`src/rtl/ram_arb_if.sv`:
```
// Two-requester command/response bundle between requesters and the RAM arbiter.
interface ram_arb_if #(
  parameter int ADDR_W = 8,
  parameter int DATA_W = 4
);
  logic              a_req;
  logic              a_we;
  logic [ADDR_W-1:0] a_addr;
  logic [DATA_W-1:0] a_wdata;
  logic              a_gnt;
  logic              a_rvalid;
  logic [DATA_W-1:0] a_rdata;

  logic              b_req;
  logic              b_we;
  logic [ADDR_W-1:0] b_addr;
  logic [DATA_W-1:0] b_wdata;
  logic              b_gnt;
  logic              b_rvalid;
  logic [DATA_W-1:0] b_rdata;

  modport master (
    output a_req, a_we, a_addr, a_wdata,
    output b_req, b_we, b_addr, b_wdata,
    input  a_gnt, a_rvalid, a_rdata,
    input  b_gnt, b_rvalid, b_rdata
  );

  modport slave (
    input  a_req, a_we, a_addr, a_wdata,
    input  b_req, b_we, b_addr, b_wdata,
    output a_gnt, a_rvalid, a_rdata,
    output b_gnt, b_rvalid, b_rdata
  );
endinterface

```
`src/rtl/ram_arb_ctrl.sv`:
```
// Round-robin two-port arbiter in front of a single RAM, with a full clear
// sequence after reset and on request.
module ram_arb_ctrl #(
  parameter int ADDR_W = 8,
  parameter int DATA_W = 4
) (
  input  logic              clk,
  input  logic              rst_n,
  input  logic              clr,
  ram_arb_if.slave          bus,
  output logic              init_done,
  output logic              ram_write_en,
  output logic [ADDR_W-1:0] ram_write_addr,
  output logic [DATA_W-1:0] ram_write_data,
  output logic              ram_read_en,
  output logic [ADDR_W-1:0] ram_read_addr,
  input  logic [DATA_W-1:0] ram_read_data
);

  typedef enum logic {INIT = 1'b0, RUN = 1'b1} state_t;

  localparam logic [ADDR_W:0] CNT_ONE = (ADDR_W+1)'(1);
  localparam logic [ADDR_W:0] CNT_END = CNT_ONE << ADDR_W;
  localparam logic            PTR_A   = 1'b0;
  localparam logic            PTR_B   = 1'b1;

  state_t            state_reg, state_next;
  logic [ADDR_W:0]   cnt_reg, cnt_next;
  logic              ptr_reg, ptr_next;

  logic              a_gnt_c, b_gnt_c, accept;
  logic              win_b, win_we;
  logic [ADDR_W-1:0] win_addr;
  logic [DATA_W-1:0] win_wdata;

  logic              rd_own0_reg;
  logic              rd_s1_reg, rd_own1_reg;
  logic              a_rvalid_reg, b_rvalid_reg;

  // State register
  always_ff @(posedge clk or negedge rst_n) begin
    if (!rst_n) begin
      state_reg <= INIT;
      cnt_reg   <= '0;
    end else begin
      state_reg <= state_next;
      cnt_reg   <= cnt_next;
    end
  end

  // Next-state logic; cnt_reg counts clear writes already presented.
  always_comb begin
    state_next = state_reg;
    cnt_next   = cnt_reg;
    case (state_reg)
      INIT: begin
        if (cnt_reg == CNT_END) begin
          state_next = RUN;
          cnt_next   = '0;
        end else begin
          cnt_next = cnt_reg + CNT_ONE;
        end
      end
      RUN: begin
        if (clr) begin
          state_next = INIT;
          cnt_next   = '0;
        end
      end
      default: begin
        state_next = INIT;
        cnt_next   = '0;
      end
    endcase
  end

  // Output logic: grants only in RUN and never in a clr cycle.
  always_comb begin
    a_gnt_c   = 1'b0;
    b_gnt_c   = 1'b0;
    init_done = (state_reg == RUN);
    if (state_reg == RUN && !clr) begin
      a_gnt_c = bus.a_req & (~bus.b_req | (ptr_reg == PTR_A));
      b_gnt_c = bus.b_req & (~bus.a_req | (ptr_reg == PTR_B));
    end
  end

  assign accept    = a_gnt_c | b_gnt_c;
  assign win_b     = b_gnt_c;
  assign win_we    = win_b ? bus.b_we    : bus.a_we;
  assign win_addr  = win_b ? bus.b_addr  : bus.a_addr;
  assign win_wdata = win_b ? bus.b_wdata : bus.a_wdata;

  assign ptr_next = a_gnt_c ? PTR_B : (b_gnt_c ? PTR_A : ptr_reg);

  always_ff @(posedge clk or negedge rst_n) begin
    if (!rst_n) begin
      ptr_reg <= PTR_A;
    end else begin
      ptr_reg <= ptr_next;
    end
  end

  // RAM command ports: clear writes in INIT, the winning command in RUN.
  always_ff @(posedge clk or negedge rst_n) begin
    if (!rst_n) begin
      ram_write_en   <= 1'b0;
      ram_write_addr <= '0;
      ram_write_data <= '0;
      ram_read_en    <= 1'b0;
      ram_read_addr  <= '0;
      rd_own0_reg    <= 1'b0;
    end else begin
      ram_write_en <= 1'b0;
      ram_read_en  <= 1'b0;
      if (state_reg == INIT) begin
        if (cnt_reg != CNT_END) begin
          ram_write_en   <= 1'b1;
          ram_write_addr <= cnt_reg[ADDR_W-1:0];
          ram_write_data <= '0;
        end
      end else if (accept) begin
        if (win_we) begin
          ram_write_en   <= 1'b1;
          ram_write_addr <= win_addr;
          ram_write_data <= win_wdata;
        end else begin
          ram_read_en    <= 1'b1;
          ram_read_addr  <= win_addr;
          rd_own0_reg    <= win_b;
        end
      end
    end
  end

  // Read return pipeline; keeps running across clr so in-flight reads complete.
  always_ff @(posedge clk or negedge rst_n) begin
    if (!rst_n) begin
      rd_s1_reg    <= 1'b0;
      rd_own1_reg  <= 1'b0;
      a_rvalid_reg <= 1'b0;
      b_rvalid_reg <= 1'b0;
    end else begin
      rd_s1_reg    <= ram_read_en;
      rd_own1_reg  <= rd_own0_reg;
      a_rvalid_reg <= rd_s1_reg & ~rd_own1_reg;
      b_rvalid_reg <= rd_s1_reg &  rd_own1_reg;
    end
  end

  assign bus.a_gnt    = a_gnt_c;
  assign bus.b_gnt    = b_gnt_c;
  assign bus.a_rvalid = a_rvalid_reg;
  assign bus.b_rvalid = b_rvalid_reg;
  assign bus.a_rdata  = ram_read_data;
  assign bus.b_rdata  = ram_read_data;

endmodule

```
`src/flat_wrapper.sv`:
```
// flat-port wrapper written by rule: the top's interface ports become plain ports
module ram_arb_ctrl_flat 
#(
  parameter int ADDR_W = 8,
  parameter int DATA_W = 4
)
  (clk, rst_n, clr, init_done, ram_write_en, ram_write_addr, ram_write_data, ram_read_en, ram_read_addr, ram_read_data, bus_a_req, bus_a_we, bus_a_addr, bus_a_wdata, bus_b_req, bus_b_we, bus_b_addr, bus_b_wdata, bus_a_gnt, bus_a_rvalid, bus_a_rdata, bus_b_gnt, bus_b_rvalid, bus_b_rdata);
  ram_arb_if #(.ADDR_W(ADDR_W), .DATA_W(DATA_W)) bus_i ();
  input  logic clk;
  input  logic rst_n;
  input  logic clr;
  output logic init_done;
  output logic ram_write_en;
  output logic [ADDR_W-1:0] ram_write_addr;
  output logic [DATA_W-1:0] ram_write_data;
  output logic ram_read_en;
  output logic [ADDR_W-1:0] ram_read_addr;
  input  logic [DATA_W-1:0] ram_read_data;
  input wire logic [$bits(bus_i.a_req)-1:0] bus_a_req;
  input wire logic [$bits(bus_i.a_we)-1:0] bus_a_we;
  input wire logic [$bits(bus_i.a_addr)-1:0] bus_a_addr;
  input wire logic [$bits(bus_i.a_wdata)-1:0] bus_a_wdata;
  input wire logic [$bits(bus_i.b_req)-1:0] bus_b_req;
  input wire logic [$bits(bus_i.b_we)-1:0] bus_b_we;
  input wire logic [$bits(bus_i.b_addr)-1:0] bus_b_addr;
  input wire logic [$bits(bus_i.b_wdata)-1:0] bus_b_wdata;
  output wire logic [$bits(bus_i.a_gnt)-1:0] bus_a_gnt;
  output wire logic [$bits(bus_i.a_rvalid)-1:0] bus_a_rvalid;
  output wire logic [$bits(bus_i.a_rdata)-1:0] bus_a_rdata;
  output wire logic [$bits(bus_i.b_gnt)-1:0] bus_b_gnt;
  output wire logic [$bits(bus_i.b_rvalid)-1:0] bus_b_rvalid;
  output wire logic [$bits(bus_i.b_rdata)-1:0] bus_b_rdata;
  assign bus_i.a_req = bus_a_req;
  assign bus_i.a_we = bus_a_we;
  assign bus_i.a_addr = bus_a_addr;
  assign bus_i.a_wdata = bus_a_wdata;
  assign bus_i.b_req = bus_b_req;
  assign bus_i.b_we = bus_b_we;
  assign bus_i.b_addr = bus_b_addr;
  assign bus_i.b_wdata = bus_b_wdata;
  assign bus_a_gnt = bus_i.a_gnt;
  assign bus_a_rvalid = bus_i.a_rvalid;
  assign bus_a_rdata = bus_i.a_rdata;
  assign bus_b_gnt = bus_i.b_gnt;
  assign bus_b_rvalid = bus_i.b_rvalid;
  assign bus_b_rdata = bus_i.b_rdata;
  ram_arb_ctrl #(.ADDR_W(ADDR_W), .DATA_W(DATA_W)) u_core (.clk(clk), .rst_n(rst_n), .clr(clr), .bus(bus_i), .init_done(init_done), .ram_write_en(ram_write_en), .ram_write_addr(ram_write_addr), .ram_write_data(ram_write_data), .ram_read_en(ram_read_en), .ram_read_addr(ram_read_addr), .ram_read_data(ram_read_data));
endmodule
```
`config.mk`:
```
export PLATFORM = sky130hd
export DESIGN_NAME = ram_arb_ctrl_flat
export DESIGN_NICKNAME = d
export VERILOG_FILES = /design/src/rtl/ram_arb_if.sv /design/src/rtl/ram_arb_ctrl.sv /design/src/flat_wrapper.sv
export SDC_FILE = /design/constraint.sdc
export NUM_CORES = 1
export LEC_CHECK = 0
export CORE_AREA = 2 2 68 70
export CTS_CLUSTER_DIAMETER = 50
export CTS_CLUSTER_SIZE = 16
export DETAILED_ROUTE_END_ITERATION = 8
export DIE_AREA = 0 0 70 72
export PLACE_DENSITY = 0.81
export RECOVER_POWER = 100
export SLEW_MARGIN = 10
export SYNTH_ARGS = -nofsm -noshare
export SYNTH_HDL_FRONTEND = slang
export SYNTH_SLANG_ARGS = --single-unit
```
`constraint.sdc`:
```
create_clock -name clk -period 3.25 [get_ports clk]
set_input_delay 0.4875 -clock clk [delete_from_list [all_inputs] [get_ports clk]]
set_output_delay 0.4875 -clock clk [all_outputs]
set_load 0.1 [all_outputs]
```
==> impl_metrics.yaml <==
min_path:
  min_to: "u_core.rd_s1_reg$_DFF_PN0_"
  hold_depth: 0
  worstHoldStart: "u_core.ram_read_en$_DFF_PN0_"
  hp-class: "flop to flop"
place:
  finalWeightedCongestion: 0.858
  place_area_mm2: 0.00258
  dp_slack_ns: 0.468
  place_hpwl_um: 3670
  port_buffers: 57
setup_path:
  reg2regPathDepth: 7
  path_max_fanout: 10
  worst_ep_arrival_time_ns: 2.95
  worst_setup_path_end_kind: "flop"
  r2r-end: "u_core.ram_write_data[0]$_DFFE_PN0P_"
  critPathKind: "input pin to flop"
  crit_path_start_kind: "input pin"
  critPathRequiredTime_ns: 3.44
  crit_start: "bus_b_req"
  rrSetupSlack_ns: 0.60
  r2r_start: "u_core.cnt_reg[0]$_DFFE_PN0P_"
clock_network:
  cts_tree: "built"
  numClockSinks: 38
  cts_resized: 0
  cts_setup_buffers: 0
  htreeDepth: 2
  cts_buffers: 5
  hold_buffers: 0
  root_buffer: "clkbuf_8"
  cts_buffer_depth: 2
  clock_latency_ns: 0.30
  clkSlewWorstSetupHoldPaths_ns: 0.08
timing:
  hold_viol: 0
  setup_ws_ns: 0.495
  skew_ns: 0.00240
  tightest_slew_ns: 2.08
  maxSlewHeadroom_pct: -38.6
  finalSetupViolCount: 0
  post-route-period-util_pct: 84.8
  slew_violations: 39
  fmax_ghz: 0.363
  rsz0062_at_grt: "no"
  finalSetupTns_ns: 0
  whs_ns: 0.381
  post-route-min-period_ns: 2.75
synthesis:
  synth_top_cells_by_area: "dfrtp_1 (47%), mux2_4 (6.7%), mux2_2 (6.7%)"
  synthCells: 192
  synth.most_common_cell: "dfrtp_1"
  ys_ff_latch: 38
  synth_top_area_share_pct: 46.9
  postSynthAreaPerCell_um2: 10.6
  synth_nets: 229
  synth.cell_area_mm2: 0.00203
  ys_seq_area_share_pct: 46.9
  synth_area_leader_cell: "dfrtp_1"
  synth.top_cells.by_count: "dfrtp_1 (38), nand2_1 (19), nand4_1 (14)"
  ys.flop_type: "dfrtp_1"
  yosysWarnings: 0
  ys_types: 37
  synth-async-reset-ratio_pct: 100
  synth_edf_count: 0
final_layout:
  largest_reg_flops: 9
  utilization_pct: 61.2
  nets: 277
  finish.instance_area_mm2: 0.00261
  antennaDiodeCount: 0
  drive_above_1_share_pct: 11.2
  syn_to_final_growth_pct: 28.6
run:
  max_cap_violations: 1
routing:
  drc: 0
  via_per_inst: 5.71
  dr.first_iter.drc_count: 128
  drtPass1Iterations: 4
  wl_per_cell_um: 17.6
  vias: 1673
  ant_nets: 0
  drt_wl_total_um: 5170
die:
  die_w_um: 70
  rows: 24
  die_h_um: 72
  initial_utilization_pct: 47.6
  dieArea_mm2: 0.00504
  core_area_mm2: 0.00426
  ioPinCount: 70
grt:
  grt_pass1_vias: 1604
  grt_pass1_wl_um: 8380
  grt_max_degree: 39
  grt_overflow: 0
  antenna_found_initial: 0
  gr-usage-all-layers_pct: 21.5
power_and_ir_drop:
  peakVddDrop_uv: 279
  power_density_mw_per_mm2: 709
  leakagePower_uw: 0.00117
status:
  violations: "max-capacitance violations, max-slew violations"
  status: "complete, but fails checks"
cell families after synthesis:
family / Yosys count / share of synthesized area, %
buf+inv: 27 / 7.40
fa+ha+maj: 2 / 1.23
xor+xnor: 1 / 0.432
compound gates: 42 / 14.2
simple gates: 60 / 16.0
mux: 22 / 13.8
flops: 38 / 46.9
worst max-delay path, stage by stage:
cell           delay, ns
dlygate4sd3_1       0.56
clkinv_1            0.25
or3_1               0.45
a21oi_1             0.77
mux2_2              0.42
metal layers:
metal | up-vias | global-route usage (%) | wire (um)
met5 | - | 0 | 0
li1 | 794 | - | -
met2 | 84 | 33.8 | 2370
met3 | 7 | 4.86 | 403
met1 | 788 | 29.2 | 2290
met4 | 0 | 8.97 | 99
how the worst max path moves through the flow:
stage	cells past startpoint	end	slack, ns
6_report	5	u_core.ram_read_addr[6]$_DFFE_PN0P_	0.50
5_1_grt	5	u_core.ram_read_addr[7]$_DFFE_PN0P_	0.41
3_3_place_gp	6	u_core.ram_write_addr[6]$_DFFE_PN0P_	0.52
4_1_cts	6	u_core.ram_write_data[0]$_DFFE_PN0P_	0.78
2_1_floorplan	6	u_core.ram_write_addr[0]$_DFFE_PN0P_	0.03
3_5_place_dp	6	u_core.ram_write_data[0]$_DFFE_PN0P_	0.47
cells in the final DEF (no fill, tap or decap), types with 8 or more instances in the layout:
master	count
mux2_1	9
nor2_1	8
dfrtp_1	38
o21ai_0	10
clkdlybuf4s50_1	28
o31ai_1	8
nand2_1	19
nand4_1	14
mux2_2	12
dlygate4sd3_1	22
a31oi_1	11
through the flow:
step                      total power [uW]  std cells
after floorplan                       1330        192
after global placement                1480        285
after detailed placement              1500        285
after CTS                             1910        293
after global routing                  1930        293
final                                 1850        293
final cells by class:
type | instances | area, um2
clock buffers | 5 | 68.8
flip-flops and latches | 38 | 951
multi-input cells | 127 | 878
repair buffers | 63 | 582
fillers | 385 | 1660
inverters | 5 | 18.8
clock inverters | 3 | 45.0
well taps | 52 | 65.1
report_power, final:
part           internal (uW)  total (uW)  leakage, uW  switching, uW
clock                    228         413    0.0000504            185
combinational            208         742     0.000633            534
sequential               571         694     0.000483            123
Note: power is estimated with default switching activity, not from simulation.
